File: src/rtl/cic_pkg.sv
// Shared CIC definitions: internal register width, PDM bit mapping, stage-count limit.
// Latency: none (constants and pure functions only).
// Backpressure: none.
package cic_pkg;

   // Largest supported number of integrator/comb stage pairs
   localparam int CIC_MAX_N = 6;

   // Internal width: 2-bit signed input plus N*log2(R*M) bits of growth
   function automatic int cic_width(input int n, input int r, input int m);
      return 2 + n * $clog2(r * m);
   endfunction

   // PDM 1 -> +1, PDM 0 -> -1
   function automatic logic signed [1:0] pdm_to_signed(input logic b);
      return b ? 2'sb01 : 2'sb11;
   endfunction

endpackage

File: src/rtl/cic_channel.sv
// One CIC channel: N-stage integrator chain plus N-stage comb chain; CIC_ROUNDING_EN selects round-half-up with saturation.
// Latency: integrators absorb a sample on its accepting edge; the output word is registered on the edge after the decimation event.
// Backpressure: none; every accepted sample and every decimation event is consumed.
module cic_channel
   import cic_pkg::*;
#(
   parameter int N  = 3,
   parameter int M  = 1,
   parameter int W  = 14,
   parameter int OW = 16
) (
   input  logic          lr_clock,
   input  logic          i_reset_n,
   input  logic          sample_vld,
   input  logic          pdm_dat,
   input  logic          dec_vld,
   output logic [OW-1:0] pcm_dat
);

   logic signed [1:0] x2;
   logic [W-1:0]      x_ext;
   logic [W-1:0]      integ     [N];
   logic [W-1:0]      integ_nxt [N];
   logic [W-1:0]      comb_dly  [N][M];
   logic [W-1:0]      comb_in   [N];
   logic [W-1:0]      comb_out;
   logic [W-1:0]      acc_i;
   logic [W-1:0]      acc_c;
   logic [OW-1:0]     scaled;

   assign x2    = pdm_to_signed(pdm_dat);
   assign x_ext = {{(W-2){x2[1]}}, x2};

   // Next integrator values: every stage absorbs the already-updated output of the stage before it
   always_comb begin
      acc_i = x_ext;
      for (int j = 0; j < N; j++) begin
         acc_i        = integ[j] + acc_i;
         integ_nxt[j] = acc_i;
      end
   end

   // Integrators advance only on accepted samples; wrap-around is cancelled later by the combs
   always_ff @(posedge lr_clock or negedge i_reset_n) begin
      if (!i_reset_n) begin
         for (int j = 0; j < N; j++) integ[j] <= '0;
      end else if (sample_vld) begin
         for (int j = 0; j < N; j++) integ[j] <= integ_nxt[j];
      end
   end

   // Comb chain y = x - x[-M], purely combinational from the last integrator to the output register
   always_comb begin
      acc_c = integ[N-1];
      for (int j = 0; j < N; j++) begin
         comb_in[j] = acc_c;
         acc_c      = acc_c - comb_dly[j][M-1];
      end
      comb_out = acc_c;
   end

   // Output scaling to OW bits: sign-extend when wider, otherwise keep the top OW bits
   generate
      if (OW > W) begin : g_wide
         assign scaled = {{(OW-W){comb_out[W-1]}}, comb_out};
      end else if (OW == W) begin : g_same
         assign scaled = comb_out;
      end else begin : g_narrow
`ifdef CIC_ROUNDING_EN
         localparam logic [W:0] HALF = (W+1)'(1) << (W - OW - 1);
         logic [W:0] rnd;
         logic       unused_lsbs;
         assign rnd         = {comb_out[W-1], comb_out} + HALF;
         // Only a positive value can overflow when adding the half-LSB; clamp to the largest OW-bit word
         assign scaled      = (rnd[W] != rnd[W-1]) ? {1'b0, {(OW-1){1'b1}}} : rnd[W-1 -: OW];
         assign unused_lsbs = ^rnd[W-OW-1:0];
`else
         logic unused_lsbs;
         assign scaled      = comb_out[W-1 -: OW];
         assign unused_lsbs = ^comb_out[W-OW-1:0];
`endif
      end
   endgenerate

   // Comb delay lines and the output word move once per decimation event
   always_ff @(posedge lr_clock or negedge i_reset_n) begin
      if (!i_reset_n) begin
         for (int j = 0; j < N; j++) begin
            for (int m = 0; m < M; m++) comb_dly[j][m] <= '0;
         end
         pcm_dat <= '0;
      end else if (dec_vld) begin
         for (int j = 0; j < N; j++) begin
            comb_dly[j][0] <= comb_in[j];
            for (int m = 1; m < M; m++) comb_dly[j][m] <= comb_dly[j][m-1];
         end
         pcm_dat <= scaled;
      end
   end

endmodule

File: src/rtl/cic_decimator.sv
// Multi-channel CIC decimator, PDM bits in, signed PCM words out; CIC_ROUNDING_EN enables rounded narrow outputs.
// Latency: the R-th accepted sample at edge k gives o_data/o_valid at edge k+1; o_valid is a one-cycle pulse.
// Backpressure: none; downstream must take every o_valid pulse.
module cic_decimator
   import cic_pkg::*;
#(
   parameter int CH = 2,
   parameter int N  = 3,
   parameter int R  = 16,
   parameter int M  = 1,
   parameter int OW = 16
) (
   input  logic               lr_clock,
   input  logic               i_reset_n,
   input  logic               i_valid,
   input  logic [CH-1:0]      i_data,
   output logic               o_valid,
   output logic [CH*OW-1:0]   o_data
);

   localparam int W  = cic_width(N, R, M);
   localparam int CW = $clog2(R);

   logic [CW-1:0] smp_cnt;
   logic          dec_vld;
   logic          dec_pend;

   // The block closes when an accepted sample arrives with the counter at R-1
   assign dec_vld = i_valid && (smp_cnt == CW'(R - 1));

   // Shared sample counter, 0..R-1, counting accepted samples only
   always_ff @(posedge lr_clock or negedge i_reset_n) begin
      if (!i_reset_n) begin
         smp_cnt <= '0;
      end else if (dec_vld) begin
         smp_cnt <= '0;
      end else if (i_valid) begin
         smp_cnt <= smp_cnt + 1'b1;
      end
   end

   // Decimation event is registered so the combs see integrators that include the R-th sample
   always_ff @(posedge lr_clock or negedge i_reset_n) begin
      if (!i_reset_n) begin
         dec_pend <= 1'b0;
         o_valid  <= 1'b0;
      end else begin
         dec_pend <= dec_vld;
         o_valid  <= dec_pend;
      end
   end

   // Independent filter per channel, all driven by the shared strobes
   generate
      for (genvar c = 0; c < CH; c++) begin : g_ch
         cic_channel #(
            .N  (N),
            .M  (M),
            .W  (W),
            .OW (OW)
         ) u_ch (
            .lr_clock   (lr_clock),
            .i_reset_n  (i_reset_n),
            .sample_vld (i_valid),
            .pdm_dat    (i_data[c]),
            .dec_vld    (dec_pend),
            .pcm_dat    (o_data[c*OW +: OW])
         );
      end
   endgenerate

endmodule

File: config.mk
export PLATFORM = sky130hd
export DESIGN_NAME = cic_decimator
export DESIGN_NICKNAME = d
export VERILOG_FILES = /design/src/rtl/cic_pkg.sv /design/src/rtl/cic_channel.sv /design/src/rtl/cic_decimator.sv
export SDC_FILE = /design/constraint.sdc
export NUM_CORES = 1
export LEC_CHECK = 0
export ABC_CLOCK_PERIOD_IN_PS = 4900
export CORE_MARGIN = 4
export CORE_UTILIZATION = 40
export CTS_CLUSTER_SIZE = 24
export DETAILED_ROUTE_END_ITERATION = 7
export PLACE_DENSITY = 0.66
export SYNTH_ARGS = -nofsm -noshare
export SYNTH_HDL_FRONTEND = slang
export SYNTH_SLANG_ARGS = --single-unit
File: constraint.sdc
create_clock -name lr_clock -period 4.9 [get_ports lr_clock]
set_input_delay 1.225 -clock lr_clock [delete_from_list [all_inputs] [get_ports lr_clock]]
set_output_delay 1.225 -clock lr_clock [all_outputs]
set_load 0.01 [all_outputs]
### Yosys cells after proc, flatten, opt, wreduce, memory -nomap -nowiden

Cells that the tools add are included.

* $add $sub $neg: 13
* $mul: 0
* divide/modulo/power cells: 0
* magnitude comparators: 0
* equality and inequality tests: 1
* shifts and indexed selects: 0
* multiplexer cells: 4
* bitwise operators: 0
* reduce and logical (&&, ||, !) cells: 2

Operator list (count)
* $add A14 B14 Y14: 6
* $sub A14 B14 Y14: 6
* $mux W4: 2
* $add A4 B1 Y4 const B: 1
* $eq A4 B4 Y1 const B: 1
* $mux W2: 2
* $reduce_bool A2 Y1: 1
* $logic_and A1 B1 Y1: 1

* register bits: 202
* bits in latches: 0
* memory bits (writable): 0
* bits in read-only memories: 0
* bits of input ports: 5
* output and inout port bits: 33
* word-level logic and storage cells: 37
* memories: 0

### Logic depth before layout (Yosys ltp)

* depth in word-level cells: 4
* mapped depth: 26
* gate-level depth less buffers: 26

### Modules after synthesis

A second synthesis with hierarchy kept.

* cell total of the unflattened synthesis: 1501
* area, all modules: 14293.7 um2

By module, submodules not included
* cic_channel at g_ch[0].u_ch: instances 1, cells an instance 749, area an instance 7051.8 um2, seq. area each 2452.4 um2
* cic_channel at g_ch[1].u_ch: instances 1, cells an instance 731, area an instance 7004.2 um2, seq. area each 2452.4 um2
* cic_decimator: instances 1, cells an instance 21, area an instance 237.7 um2, seq. area each 150.1 um2

### Worst setup path after synthesis

No wires, ideal clock.

* path type: input to register
* start point: input port i_data[1]
* end point: register g_ch[1].u_ch.integ, in the netlist g_ch[1].u_ch.comb_in[41]
* library setup time: 0.123 ns
* data arrival time: 5.467 ns
* required time: 4.777 ns
* setup slack: -0.690 ns
* stages: 25
* buffers on the path: 0
* cells stage by stage: inv_1 -> fa_1 -> a21o_1 -> a21oi_1 -> o21ai_1 -> a21o_1 -> a21oi_1 -> o21bai_1 -> xor2_1 -> ha_1 -> and2_1 -> o21ai_1 -> a21boi_1 -> or3_1 -> and2_1 -> ha_1 -> a21oi_1 -> nand2_1 -> a21oi_1 -> o21ai_1 -> a21oi_1 -> xor2_1 -> xnor2_1 -> nand2_1 -> xnor2_1

RTL lines
* from (decl): line cic_decimator.sv:16 `input logic [CH-1:0] i_data,`
* to (decl): line cic_channel.sv:22 `logic [W-1:0] integ [N];`

==> flow_results.xml <==
<?xml version="1.0" encoding="UTF-8"?>
<metrics>
  <group name="sta">
    <metric name="maxClockFrequency" unit="GHz">0.199</metric>
    <metric name="setup_violations" unit="">2</metric>
    <metric name="timing_hold_violations_final" unit="">0</metric>
    <metric name="rsz0062_at_grt" unit="">yes</metric>
    <metric name="final.setup.tns" unit="ns">-0.196</metric>
    <metric name="setup_slack" unit="ns">-0.126</metric>
    <metric name="maxSlewHeadroom" unit="%">34.7</metric>
    <metric name="post-route-period-util" unit="%">103</metric>
    <metric name="timing.final.crit_period" unit="ns">5.03</metric>
    <metric name="worstMarginPinSlew" unit="ns">0.979</metric>
    <metric name="slew_viol_final" unit="">0</metric>
    <metric name="worst_clock_skew" unit="ns">0.0102</metric>
  </group>
  <group name="critical_path">
    <metric name="cp_data_arrival_time" unit="ns">5.43</metric>
    <metric name="timing.critical_path.to_type" unit="">flop</metric>
    <metric name="timing.critical_path.fanout_max" unit="">3</metric>
    <metric name="worst_path_max_delay_cell" unit="">fa_2</metric>
    <metric name="criticalPathCategory" unit="">input pin to flop</metric>
    <metric name="max_stage_delay" unit="ns">0.38</metric>
    <metric name="worst_ep_required_time" unit="ns">5.30</metric>
    <metric name="critical_path.most_common_cell" unit="">xnor2_1</metric>
    <metric name="critical_path.startpoint_type" unit="">input pin</metric>
  </group>
  <group name="clocking">
    <metric name="worst_skew_pair.late_latency" unit="ns">0.51</metric>
    <metric name="path_clk_slew" unit="ns">0.06</metric>
    <metric name="max-clock-path-buffers" unit="">3</metric>
    <metric name="clock-root-buffer" unit="">clkbuf_16</metric>
    <metric name="postCtsHoldBufs" unit="">0</metric>
    <metric name="clock-sinks" unit="">202</metric>
    <metric name="cts_inserted_buffers" unit="">24</metric>
    <metric name="tritoncts" unit="">built</metric>
    <metric name="htreeDepth" unit="">1</metric>
  </group>
  <group name="drt">
    <metric name="top_layer_used" unit="">met4</metric>
    <metric name="drt_wl_total" unit="µm">29300</metric>
    <metric name="detail_route.wirelength.met1" unit="µm">13500</metric>
    <metric name="viasPerCell" unit="">5.02</metric>
    <metric name="detailroute.wirelength.met3" unit="µm">776</metric>
    <metric name="met2_length" unit="µm">14500</metric>
    <metric name="drcViolationCount" unit="">0</metric>
    <metric name="drt_first_pass_iters" unit="">4</metric>
    <metric name="postRouteAntennaNets" unit="">0</metric>
    <metric name="detail_route.wl_per_cell" unit="µm">13.2</metric>
    <metric name="num_vias" unit="">11100</metric>
    <metric name="first_iter_violations" unit="">356</metric>
  </group>
  <group name="grt">
    <metric name="gr-total-overflow" unit="">0</metric>
    <metric name="vias_in_the_first_global_route" unit="">11300</metric>
    <metric name="maximum_number_of_pins_on_one_net_before_global_route_repair" unit="">114</metric>
    <metric name="grt_pass1_wl" unit="µm">50100</metric>
    <metric name="grt_usage" unit="%">14.7</metric>
    <metric name="grt_antenna_before_repair" unit="">0</metric>
  </group>
  <group name="yosys">
    <metric name="syn-instance-count" unit="">1511</metric>
    <metric name="syn-cell-area" unit="µm²">14300</metric>
    <metric name="synthesis.nets" unit="">1686</metric>
    <metric name="synth_seq_area_share" unit="%">35.5</metric>
    <metric name="synth_cell_type_count" unit="">61</metric>
    <metric name="postSynthRegisterBits" unit="">202</metric>
    <metric name="yosys_most_used_dff" unit="">dfrtp_1</metric>
    <metric name="synth-warning-count" unit="">0</metric>
    <metric name="synth-async-reset-ratio" unit="%">100</metric>
    <metric name="syn_area_per_cell" unit="µm²">9.43</metric>
    <metric name="synth_edf_count" unit="">0</metric>
  </group>
  <group name="final_layout">
    <metric name="leading_cell_types_in_the_layout_fill_and_taps_excluded" unit="">buf_4, dfrtp_1, ha_1</metric>
    <metric name="syn_to_final_growth" unit="%">26.9</metric>
    <metric name="layout.cells.most_common" unit="">buf_4</metric>
    <metric name="core_occupancy_in_the_finished_layout" unit="%">51.9</metric>
    <metric name="area_of_the_multi_input_gates" unit="µm²">9090</metric>
    <metric name="fillers" unit="">3044</metric>
    <metric name="seq_area" unit="µm²">5060</metric>
    <metric name="diodes" unit="">0</metric>
    <metric name="design.final.nets" unit="">1919</metric>
    <metric name="post_layout_instance_area" unit="µm²">18100</metric>
    <metric name="final_layout_size_suffix_gt1_share" unit="%">26.6</metric>
  </group>
  <group name="floorplan">
    <metric name="i_o_pin_count" unit="">38</metric>
    <metric name="floorplan.die_area" unit="µm²">38700</metric>
    <metric name="start_util" unit="%">40.9</metric>
    <metric name="core_region_area" unit="µm²">34900</metric>
    <metric name="number_of_standard_cell_rows_in_the_floorplan" unit="">68</metric>
    <metric name="die_y" unit="µm">197</metric>
    <metric name="die_span_x" unit="µm">197</metric>
  </group>
  <group name="placement">
    <metric name="place.gp.congestion" unit="">0.832</metric>
    <metric name="post-dp-hpwl" unit="µm">20300</metric>
    <metric name="port_buffers" unit="">37</metric>
    <metric name="detailedPlace.worstSlack" unit="ns">-1.25</metric>
    <metric name="place_area" unit="µm²">16400</metric>
  </group>
  <group name="worst_hold_path">
    <metric name="min_path_type" unit="">flop to flop</metric>
  </group>
  <group name="outcome">
    <metric name="outcome" unit="">finished, violations left</metric>
    <metric name="failed_checks" unit="">setup timing</metric>
  </group>
  <group name="job">
    <metric name="timing.max_cap.violations" unit="">0</metric>
  </group>
</metrics>
[metal layers]
layer	vias up	global-route usage, %
met5	-	0
met4	0	3.57
met3	39	1.97
met2	102	26.3
met1	5262	18.9
li1	5722	-
[per-stage QoR]
stage | instances | hold slack, ns
6_report | 2217 | 0.472
2_1_floorplan | 1511 | 0.352
4_1_cts | 2198 | 0.481
5_1_grt | 2217 | 0.512
3_3_place_gp | 2131 | 0.460
3_5_place_dp | 2131 | 0.467
[path summary, 6_finish.rpt]
kind	from	to	slack (ns)	depth (start not counted)
max	i_data[0]	g_ch[0].u_ch.comb_in[41]	-0.13	26
max in group asynchronous	i_reset_n	g_ch[1].u_ch.integ[15]	3.11	2
min in group asynchronous	i_reset_n	g_ch[0].u_ch.integ[40]	0.83	1
min	g_ch[0].u_ch.comb_dly[24]	g_ch[0].u_ch.comb_dly[24]	0.47	2
min reg2reg	g_ch[0].u_ch.comb_dly[24]	g_ch[0].u_ch.comb_dly[24]	0.47	2
max reg2reg	g_ch[1].u_ch.comb_in[28]	g_ch[1].u_ch.pcm_dat[13]	0.25	26
[what timing repair did]
action                                  4_1_cts  5_1_grt
gates resized for setup                      40       72
endpoints found under the setup margin       14       14
pin swaps                                    53       92
hold endpoints to repair                      0        0
buffers inserted                             23       19
[flip-flops by register name, summed over array words and instances, names as in the netlist]
register / count
g_ch.u_ch.comb_dly: 84
dec_pend: 1
g_ch.u_ch.integ: 56
o_valid: 1
smp_cnt: 4
g_ch.u_ch.pcm_dat: 28
g_ch.u_ch.comb_in: 28
[final cells by class]
class / instances / share of cell area [%]
multi-input cells: 1129 / 50.3
flip-flops and latches: 202 / 28.0
repair buffers: 245 / 11.0
clock buffers: 31 / 3.86
well taps: 455 / 3.15
inverters: 142 / 2.99
clock inverters: 13 / 0.823
[cells in the mapped netlist (3+ instances only)]
cell type | instances | area, µm²
a2111oi_0 | 3 | 26.3
a211o_1 | 3 | 26.3
a211oi_1 | 19 | 143
a21boi_1 | 10 | 75.1
a21o_1 | 48 | 360
a21oi_1 | 118 | 591
a31o_1 | 5 | 43.8
a31oi_1 | 8 | 50.1
and2_1 | 7 | 43.8
and3_1 | 10 | 62.6
buf_1 | 6 | 22.5
buf_4 | 4 | 30.0
clkbuf_1 | 27 | 101
dfrtp_1 | 202 | 5050
fa_1 | 12 | 240
ha_1 | 158 | 1980
inv_1 | 141 | 529
mux2_2 | 98 | 1100
mux2i_1 | 3 | 30.0
nand2_1 | 120 | 450
nand2b_1 | 15 | 93.8
nand3_1 | 12 | 60.1
nand4_1 | 11 | 68.8
nor2_1 | 87 | 327
nor2b_1 | 20 | 125
nor3_1 | 11 | 55.1
o211ai_1 | 6 | 45.0
o21a_1 | 14 | 105
o21ai_0 | 80 | 400
o21ai_1 | 49 | 245
o21bai_1 | 19 | 143
o31ai_1 | 5 | 37.5
or2_2 | 4 | 25.0
or3_1 | 8 | 50.1
xnor2_1 | 103 | 902
xor2_1 | 33 | 289
[logic make-up (layout without fill, tap and decap cells)]
group | after synthesis | after routing | synth area share (%)
AO/OA/AOI/OAI | 409 | 409 | 17.6
XOR/XNOR | 138 | 138 | 8.69
adder cells (fa/ha/maj) | 170 | 170 | 15.6
buffers and inverters | 180 | 431 | 4.85
flip-flops | 202 | 202 | 35.5
multiplexers | 101 | 101 | 7.95
AND/OR/NAND/NOR | 311 | 311 | 9.86
[worst max-delay path: cells and delay by family]
| kind | cells | cell delay, ns |
|---|---|---|
| AOI/OAI and AO/OA | 10 | 1.48 |
| adders and majority gates | 3 | 1.00 |
| xor gates and xnor gates | 5 | 0.87 |
| buffers and inverters | 4 | 0.46 |
| and+or+nand+nor | 4 | 0.38 |
Power is left out: the tool's default activity adds up to more than one toggle a clock period on the data nets, which glitch-free logic cannot reach.
